## src/rtl/udp_not_pipe.sv

```systemverilog
// udp_not_pipe: CHANNELS single-bit UDP-style inverters/toggles behind a DEPTH-stage valid/ready pipeline.
// Optional x-propagation is enabled with `define UDP_NOT_PIPE_XPROP_EN (default: 2-state, x/z read as 0).
module udp_not_pipe #(
    parameter int CHANNELS = 4,
    parameter int IN_W     = 3,
    parameter int DEPTH    = 2,
    parameter int MODE     = 0
) (
    input  logic                     clk,
    input  logic                     rst,
    input  logic [CHANNELS*IN_W-1:0] in_data,
    input  logic                     in_valid,
    output logic                     in_ready,
    output logic [CHANNELS-1:0]      out_data,
    output logic                     out_valid,
    input  logic                     out_ready
);

    // Handshake: a beat transfers on a posedge where valid & ready are both high;
    // ready never depends on valid of the same interface, and ready is forced low during rst.

    logic [CHANNELS-1:0] bit_in;
    logic [CHANNELS-1:0] bit_eff;
    logic [CHANNELS-1:0] beat_val;
    logic [CHANNELS-1:0] stage_d [DEPTH];
    logic [DEPTH-1:0]    stage_v;
    logic [DEPTH-1:0]    ready;
    logic                accept;
    logic                unused_upper;

    // Only bit 0 of each slice carries the channel value; the rest is deliberately dropped.
    assign unused_upper = ^in_data;

    always_comb begin
        bit_in = '0;
        for (int c = 0; c < CHANNELS; c++) begin
            bit_in[c] = in_data[c*IN_W];
        end
    end

`ifdef UDP_NOT_PIPE_XPROP_EN
    assign bit_eff = bit_in;
`else
    always_comb begin
        bit_eff = '0;
        for (int c = 0; c < CHANNELS; c++) begin
            bit_eff[c] = (bit_in[c] === 1'b1);
        end
    end
`endif

    generate
        if (MODE == 0) begin : g_invert
            assign beat_val = ~bit_eff;
        end else begin : g_toggle
            logic [CHANNELS-1:0] tog_q;
            always_ff @(posedge clk) begin
                if (rst) begin
                    tog_q <= '0;
                end else if (accept) begin
                    tog_q <= tog_q ^ bit_eff;
                end
            end
            // The value entering stage 0 is the post-update state.
            assign beat_val = tog_q ^ bit_eff;
        end
    endgenerate

    // ready[k] = ~v[k] | ready[k+1] unrolled: a stage can take data unless it and every
    // stage after it is full while the sink is stalled.
    always_comb begin
        logic full;
        ready = '0;
        for (int k = 0; k < DEPTH; k++) begin
            full = 1'b1;
            for (int j = k; j < DEPTH; j++) begin
                full = full & stage_v[j];
            end
            ready[k] = ~full | out_ready;
        end
    end

    assign in_ready = ready[0] & ~rst;
    assign accept   = in_valid & in_ready;

    always_ff @(posedge clk) begin
        if (rst) begin
            for (int k = 0; k < DEPTH; k++) begin
                stage_v[k] <= 1'b0;
                stage_d[k] <= '0;
            end
        end else begin
            if (ready[0]) begin
                stage_v[0] <= accept;
                if (accept) begin
                    stage_d[0] <= beat_val;
                end
            end
            for (int k = 1; k < DEPTH; k++) begin
                if (ready[k]) begin
                    stage_v[k] <= stage_v[k-1];
                    if (stage_v[k-1]) begin
                        stage_d[k] <= stage_d[k-1];
                    end
                end
            end
        end
    end

    assign out_data  = stage_d[DEPTH-1];
    assign out_valid = stage_v[DEPTH-1];

endmodule
```

## config.mk

```make
export PLATFORM = sky130hd
export DESIGN_NAME = udp_not_pipe
export DESIGN_NICKNAME = d
export VERILOG_FILES = /design/src/rtl/udp_not_pipe.sv
export SDC_FILE = /design/constraint.sdc
export NUM_CORES = 1
export LEC_CHECK = 0
export ABC_AREA = 1
export CAP_MARGIN = 10
export CORE_AREA = 2 2 39 41
export DETAILED_ROUTE_END_ITERATION = 7
export DIE_AREA = 0 0 41 43
export PLACE_DENSITY_LB_ADDON = 0.08
export SETUP_SLACK_MARGIN = 0.05
export SLEW_MARGIN = 15
export SYNTH_ARGS = -nofsm -noshare
export SYNTH_HDL_FRONTEND = slang
export SYNTH_SLANG_ARGS = --single-unit
```

## constraint.sdc

```tcl
create_clock -name clk -period 2.7 [get_ports clk]
set_input_delay 0.54 -clock clk [delete_from_list [all_inputs] [get_ports clk]]
set_output_delay 0.54 -clock clk [all_outputs]
set_load 0.05 [all_outputs]
```

==> results of run 1 <==
state kept, by name, indices dropped and copies added, names as in the netlist:
| name | flops |
|---|---|
| stage_d | 8 |
| stage_v | 2 |
power by group:
group	total [W]	switching (W)	internal, W
sequential	0.000183	0.00000387	0.000179
combinational	0.0000626	0.0000385	0.0000241
clock	0.000102	0.0000489	0.0000532
worst max-delay path by stage:
stage | cells after the start | to | start
3_5_place_dp | 4 | in_ready | out_ready
4_1_cts | 1 | out_valid | stage_v[1]
6_report | 1 | out_valid | stage_v[1]
5_1_grt | 1 | out_valid | stage_v[1]
3_3_place_gp | 4 | in_ready | out_ready
2_1_floorplan | 1 | in_ready | stage_v[1]
final cells by class:
cell class / instances / area [um2]
inverter: 8 / 30.0
sequential: 10 / 280
clock buffer: 3 / 22.5
multi-input combinational: 19 / 93.8
fill: 137 / 806
clock inverter: 1 / 3.75
tap: 16 / 20.0
timing repair buffer: 13 / 128
metal layers:
| layer | wire length (um) | up-vias |
|---|---|---|
| li1 | - | 151 |
| met4 | 4 | 0 |
| met1 | 260 | 117 |
| met2 | 332 | 12 |
| met3 | 72 | 2 |
| met5 | 0 | - |
kinds of logic (layout without fill, tap and decap cells):
logic type | Yosys count | count (layout) | synth area share [%]
AO/OA/AOI/OAI | 3 | 3 | 3.75
buffers and inverters | 12 | 25 | 13.8
flip-flops | 10 | 10 | 64.6
AND/OR/NAND/NOR | 16 | 16 | 17.9
per-stage QoR:
step                      total power, W  utilization (%)
final                           0.000347             41.8
after global routing            0.000373             41.8
after CTS                       0.000355             41.8
after detailed placement        0.000250             39.9
after global placement          0.000248             39.9
after floorplan                 0.000229                -
layout by cell type, fill, tap and decap left out:
cell type and instances:
sky130_fd_sc_hd__dfxtp_1 2, sky130_fd_sc_hd__clkdlybuf4s50_1 12, sky130_fd_sc_hd__nand2_2 1, sky130_fd_sc_hd__nand3_1 1, sky130_fd_sc_hd__nor2_1 8, sky130_fd_sc_hd__a31oi_1 1
sky130_fd_sc_hd__a21oi_1 2, sky130_fd_sc_hd__nand3_4 1, sky130_fd_sc_hd__nand2_1 5, sky130_fd_sc_hd__buf_4 1, sky130_fd_sc_hd__clkbuf_4 3, sky130_fd_sc_hd__clkinv_1 1
sky130_fd_sc_hd__edfxtp_1 8, sky130_fd_sc_hd__inv_1 8
==> metrics.json, run 1 <==
{
  "run_status": "finished clean",
  "met2_routing_resource_usage_after_global_routing_pct": 15.0,
  "setup_tns_ps": 0,
  "timing_worst_slew_pin_value_ps": 488,
  "worst_path_dominant_cell_family": "buffers and inverters",
  "groute.usage.overall_pct": 10.5,
  "post-cts-setup-buffer-count": 0,
  "floorplan.core_area_mm2": 0.00138,
  "clk_pin_slew_ps": 60,
  "rows": 14,
  "detailed_place_hpwl_um": 540,
  "route.final.wire_length_um": 670,
  "synthDominantCellAreaShare_pct": 55.3,
  "slew_viol_final": 0,
  "cp.required_ps": 2160,
  "tritoncts": "yes",
  "initialDrtViolationCount": 2,
  "synthDistinctLibCells": 11,
  "die_h_um": 43,
  "syn_avg_cell_area_um2": 10.6,
  "finish.cell_count_without_fillers": 70,
  "final_ant_viol_nets": 0,
  "ys_ff_latch": 10,
  "timing.clock.skew_ps": 10.8,
  "synth.yosys.warnings": 0,
  "synth_cells": 41,
  "setup.worst_path.end_class": "output pin",
  "max_clock_freq_ghz": 0.503,
  "synth-edff-count": 8,
  "finalWorstSetupSlack_ps": 710,
  "synth_seq_area_share_pct": 64.6,
  "rr_worst_depth": 3,
  "floorplan.die_area_mm2": 0.00176,
  "power.static_leakage_nw": 0.241,
  "place_congestion": 0.612,
  "cp_slowest_cell": "sky130_fd_sc_hd__clkdlybuf4s50_1",
  "io_pins": 22,
  "netlist_top_cells_area": "sky130_fd_sc_hd__edfxtp_1 55%, sky130_fd_sc_hd__dfxtp_1 9.2%, sky130_fd_sc_hd__buf_4 6.9%",
  "synth_top_area_cell": "sky130_fd_sc_hd__edfxtp_1",
  "fp.dieW_um": 41,
  "via_per_inst": 4.03,
  "tritoncts.num_buffers": 3,
  "maxCapViolCount": 0,
  "worst_hold_startpoint": "stage_v[1]",
  "grt_first_pass_wirelength_mm": 1.15,
  "place_inst": 66,
  "drc_errors": 0,
  "reg2reg_slack_ps": 1640,
  "timing.critical_path.fanout_max": 4,
  "n_antenna_cell": 0,
  "setup.worst_path.start_class": "flop",
  "ir_drop_v": 0.000313,
  "fin_crit_ps": 1990,
  "htreeDepth": 1,
  "maximum_number_of_pins_on_one_net_before_global_route_repair": 9,
  "grt_antenna_before_repair": 0,
  "critical_path.reg2reg.startpoint": "stage_v[1]",
  "syn_nets": 57,
  "power.density_mw_per_mm2": 601,
  "finish.instance_area_um2": 578,
  "netlist_area_um2": 434,
  "place.port_buffers": 13,
  "slew-limit-headroom_pct": 67.4,
  "crit_chain": "clkdlybuf4s50_1",
  "worst_hold_path.endpoint": "stage_v[1]",
  "dpl-instance-area_um2": 552,
  "synth-async-reset-ratio_pct": 0,
  "cts_buffer_depth": 2,
  "final_hold_viol_count": 0,
  "drive_gt1_share_pct": 11.1,
  "post_cts_resized": 0,
  "first_global_vias": 279,
  "worst_ep_arrival_time_ps": 1450,
  "ys_dominant_reg_cell": "sky130_fd_sc_hd__edfxtp_1",
  "grt-ovfl-total": 0,
  "timing.final.crit_share_pct": 73.7,
  "worstSkewPairLatency_ps": 260,
  "finalHoldWorstSlack_ps": 537,
  "min-delay-path-class": "flop to flop",
  "cts-root-buf": "sky130_fd_sc_hd__clkbuf_4",
  "critical_path_buf_inv_count": 1,
  "cts.sink_count": 10,
  "holdPathStages": 2,
  "drt_first_pass_iters": 2,
  "cts.hold.buffers_added": 0,
  "post_synth_most_frequent_cells": "8 x sky130_fd_sc_hd__edfxtp_1, 8 x sky130_fd_sc_hd__inv_1, 8 x sky130_fd_sc_hd__nor2_1, 5 x sky130_fd_sc_hd__nand2_1, 4 x sky130_fd_sc_hd__buf_4",
  "drt-wirelength-per-cell_um": 9.57,
  "dp_worst_setup_slack_ps": 761,
  "initial_core_util_pct": 31.4,
  "crit_path_max_cell_delay_ps": 820,
  "critical_path_class": "flop to output pin",
  "final_layout_net_count": 71,
  "dr_total_vias": 282,
  "r2r_end": "stage_d[0][3]",
  "grt_most_used_layer": "met2",
  "global_route.usage.met1_pct": 10.4,
  "globalRouteMet3Util_pct": 9.42,
  "setup_repair_after_global_routing_missed_its_margin": "false",
  "setup_viol_count_final": 0,
  "area_growth_pct": 33.1
}
(Power assumes the default switching activity.)
==> run 2, diff against run 1 <==
CORE_AREA = not set   (was 2 2 39 41)
CORE_MARGIN = 2   (was not set)
CORE_UTILIZATION = 33   (was not set)
DIE_AREA = not set   (was 0 0 41 43)
clock period = 1.8 ns   (was 2.7 ns; I/O delays follow)
==> run 2 against run 1 <==
Cell area is 1.5% higher. Routed wire length rose by 11%. Sequential share of layout area down 0.72 points.
==> metrics.json, run 2 (synthesis results as in run 1) <==
{
  "run_status": {"value": "finished clean", "change": "unchanged"},
  "critical_path_class": {"value": "primary input to output pin", "change": "was flop to output pin"},
  "groute.usage.overall": {"value": 12.7, "unit": "%", "change": "was 10.5%"},
  "setup_viol_count_final": {"value": 0, "change": "unchanged"},
  "met2_routing_resource_usage_after_global_routing": {"value": 21.8, "unit": "%", "change": "was 15.0%"},
  "holdPathStages": {"value": 2, "change": "unchanged"},
  "cts.sink_count": {"value": 10, "change": "unchanged"},
  "final_layout_net_count": {"value": 71, "change": "unchanged"},
  "power.static_leakage": {"value": 0.258, "unit": "nW", "change": "was 0.241 nW"},
  "grt_antenna_before_repair": {"value": 0, "change": "unchanged"},
  "worstSkewPairLatency": {"value": 270, "unit": "ps", "change": "was 260 ps"},
  "detailed_place_hpwl": {"value": 609, "unit": "um", "change": "was 540 um"},
  "route.final.wire_length": {"value": 747, "unit": "um", "change": "was 670 um"},
  "floorplan.die_area": {"value": 0.00162, "unit": "mm2", "change": "was 0.00176 mm2"},
  "tritoncts.num_buffers": {"value": 3, "change": "unchanged"},
  "drc_errors": {"value": 0, "change": "unchanged"},
  "largest_registers_in_the_final_layout": {"value": "stage_d: 8 flops, stage_v: 2 flops", "change": "unchanged"},
  "largest_reg_flops": {"value": 8, "change": "unchanged"},
  "post-cts-setup-buffer-count": {"value": 0, "change": "unchanged"},
  "rr_worst_depth": {"value": 3, "change": "unchanged"},
  "ir_drop": {"value": 0.000462, "unit": "V", "change": "was 0.000313 V"},
  "cts_buffer_depth": {"value": 2, "change": "unchanged"},
  "die_h": {"value": 40.3, "unit": "um", "change": "was 43 um"},
  "clk_pin_slew": {"value": 70, "unit": "ps", "change": "was 60 ps"},
  "n_antenna_cell": {"value": 0, "change": "unchanged"},
  "floorplan.core_area": {"value": 0.00127, "unit": "mm2", "change": "was 0.00138 mm2"},
  "globalRouteMet3Util": {"value": 6.67, "unit": "%", "change": "was 9.42%"},
  "tritoncts": {"value": "yes", "change": "unchanged"},
  "drt_first_pass_iters": {"value": 4, "change": "was 2"},
  "maximum_number_of_pins_on_one_net_before_global_route_repair": {"value": 9, "change": "unchanged"},
  "maxCapViolCount": {"value": 0, "change": "unchanged"},
  "final_ant_viol_nets": {"value": 0, "change": "unchanged"},
  "r2r_end": {"value": "stage_d[0][0]", "change": "was stage_d[0][3]"},
  "first_global_vias": {"value": 299, "change": "was 279"},
  "grt-ovfl-total": {"value": 0, "change": "unchanged"},
  "dr_total_vias": {"value": 308, "change": "was 282"},
  "htreeDepth": {"value": 1, "change": "unchanged"},
  "crit_path_max_cell_delay": {"value": 470, "unit": "ps", "change": "was 820 ps"},
  "timing_worst_slew_pin_value": {"value": 333, "unit": "ps", "change": "was 488 ps"},
  "reg2reg_slack": {"value": 730, "unit": "ps", "change": "was 1640 ps"},
  "dp_worst_setup_slack": {"value": 97.0, "unit": "ps", "change": "was 761 ps"},
  "finalWorstSetupSlack": {"value": 86.6, "unit": "ps", "change": "was 710 ps"},
  "max_clock_freq_ghz": 0.584,
  "grt_most_used_layer": {"value": "met2", "change": "unchanged"},
  "power.density": {"value": 975, "unit": "mW/mm2", "change": "was 601 mW/mm2"},
  "crit_chain": {"value": "clkdlybuf4s50_1 -> inv_1 -> a31oi_1 -> buf_12", "change": "was clkdlybuf4s50_1"},
  "grt_first_pass_wirelength": {"value": 1.19, "unit": "mm", "change": "was 1.15 mm"},
  "global_route.usage.met1": {"value": 10.8, "unit": "%", "change": "was 10.4%"},
  "cts.hold.buffers_added": {"value": 0, "change": "unchanged"},
  "timing.clock.skew": {"value": 6.83, "unit": "ps", "change": "was 10.8 ps"},
  "n_fill_cell": {"value": 131, "change": "was 137"},
  "post_cts_resized": {"value": 0, "change": "unchanged"},
  "via_per_inst": {"value": 4.46, "change": "was 4.03"},
  "drive_gt1_share": {"value": 22.2, "unit": "%", "change": "was 11.1%"},
  "finish.instance_area": {"value": 587, "unit": "um2", "change": "was 578 um2"},
  "rows": {"value": 13, "change": "was 14"},
  "timing.critical_path.fanout_max": {"value": 3, "change": "was 4"},
  "cp_slowest_cell": {"value": "sky130_fd_sc_hd__clkdlybuf4s50_1", "change": "unchanged"},
  "timing.final.crit_share_pct": 95.2,
  "setup.worst_path.end_class": {"value": "output pin", "change": "unchanged"},
  "design_power_total": {"value": 0.000572, "unit": "W", "change": "was 0.000347 W"},
  "worst_ep_arrival_time": {"value": 1350, "unit": "ps", "change": "was 1450 ps"},
  "fp.dieW": {"value": 40.3, "unit": "um", "change": "was 41 um"},
  "io_pins": {"value": 22, "change": "unchanged"},
  "cp.required": {"value": 1440, "unit": "ps", "change": "was 2160 ps"},
  "min-delay-path-class": {"value": "flop to flop", "change": "unchanged"},
  "area_growth": {"value": 35.2, "unit": "%", "change": "was 33.1%"},
  "registers.top_by_ff_count": {"value": "stage_d", "change": "unchanged"},
  "dpl-instance-area": {"value": 551, "unit": "um2", "change": "was 552 um2"},
  "setup.worst_path.start_class": {"value": "primary input", "change": "was flop"},
  "setup_repair_after_global_routing_missed_its_margin": {"value": "false", "change": "unchanged"},
  "worst_hold_path.endpoint": {"value": "stage_v[1]", "change": "unchanged"},
  "critical_path.reg2reg.startpoint": {"value": "stage_v[1]", "change": "unchanged"},
  "worst_hold_startpoint": {"value": "stage_v[1]", "change": "unchanged"},
  "slew-limit-headroom": {"value": 77.7, "unit": "%", "change": "was 67.4%"},
  "setup_tns": {"value": 0, "unit": "ps", "change": "unchanged"},
  "drt-wirelength-per-cell": {"value": 10.8, "unit": "um", "change": "was 9.57 um"},
  "cts-root-buf": {"value": "sky130_fd_sc_hd__clkbuf_4", "change": "unchanged"},
  "initial_core_util": {"value": 34.2, "unit": "%", "change": "was 31.4%"},
  "place.port_buffers": {"value": 13, "change": "unchanged"},
  "fin_crit_ps": 1710,
  "place_congestion": {"value": 0.616, "change": "was 0.612"},
  "initialDrtViolationCount": {"value": 14, "change": "was 2"},
  "slew_viol_final": {"value": 0, "change": "unchanged"},
  "finalHoldWorstSlack": {"value": 542, "unit": "ps", "change": "was 537 ps"},
  "layout.cells.most_common_list": {"value": "8 x sky130_fd_sc_hd__inv_1, 8 x sky130_fd_sc_hd__nor2_1, 8 x sky130_fd_sc_hd__edfxtp_1", "change": "was 12 x sky130_fd_sc_hd__clkdlybuf4s50_1, 8 x sky130_fd_sc_hd__inv_1, 8 x sky130_fd_sc_hd__nor2_1, 8 x sky130_fd_sc_hd__edfxtp_1, 5 x sky130_fd_sc_hd__nand2_1"},
  "final_hold_viol_count": {"value": 0, "change": "unchanged"}
}
[run 2: changes by cell type in the layout (fill, tap and decap cells not counted), sizes merged]
cell / previous run / this run
clkbuf: 3 / 4
clkdlybuf4s50: 12 / 7
buf: 1 / 6
clkinv: 1 / 0
[run 2: worst max-delay path, delay by kind of cell]
family,cells,cell delay (ps)
AO/OA/AOI/OAI,1,270
buffers and inverters,3,720
[run 2: area by class of cell]
class	instances	area, um2	area share [%]
Inverter	8	30.0	5.12
Timing Repair Buffer	13	128	21.7
Clock buffer	4	36.3	6.18
Multi-Input combinational cell	19	93.8	16.0
Tap cell	15	18.8	3.20
Sequential cell	10	280	47.8
[run 2: worst max path at each step]
stage / start / endpoint / slack (ps)
2_1_floorplan: stage_v[1] / in_ready / 60
3_3_place_gp: out_ready / in_ready / 170
5_1_grt: out_ready / in_ready / 70
4_1_cts: out_ready / in_ready / 90
3_5_place_dp: out_ready / in_ready / 100
6_report: out_ready / in_ready / 90
[run 2: per-layer routing]
metal	share of wire, %	vias to the layer above
li1	-	151
met1	35	142
met2	55	13
met3	7.5	2
met4	2.0	0
met5	0	-
[run 2: per-stage QoR]
step                utilization [%]  cells
floorplan                         -     41
global placement               43.4     65
detailed placement             43.4     65
CTS                            46.3     69
global route                   46.3     69
finish                         46.3     69
[run 2: report_power, final]
group	switching (W)	total (W)	leakage, nW	internal, W
combinational	0.0000597	0.0000961	0.134	0.0000364
clock	0.0000792	0.000202	0.0210	0.000123
sequential	0.00000600	0.000274	0.103	0.000268
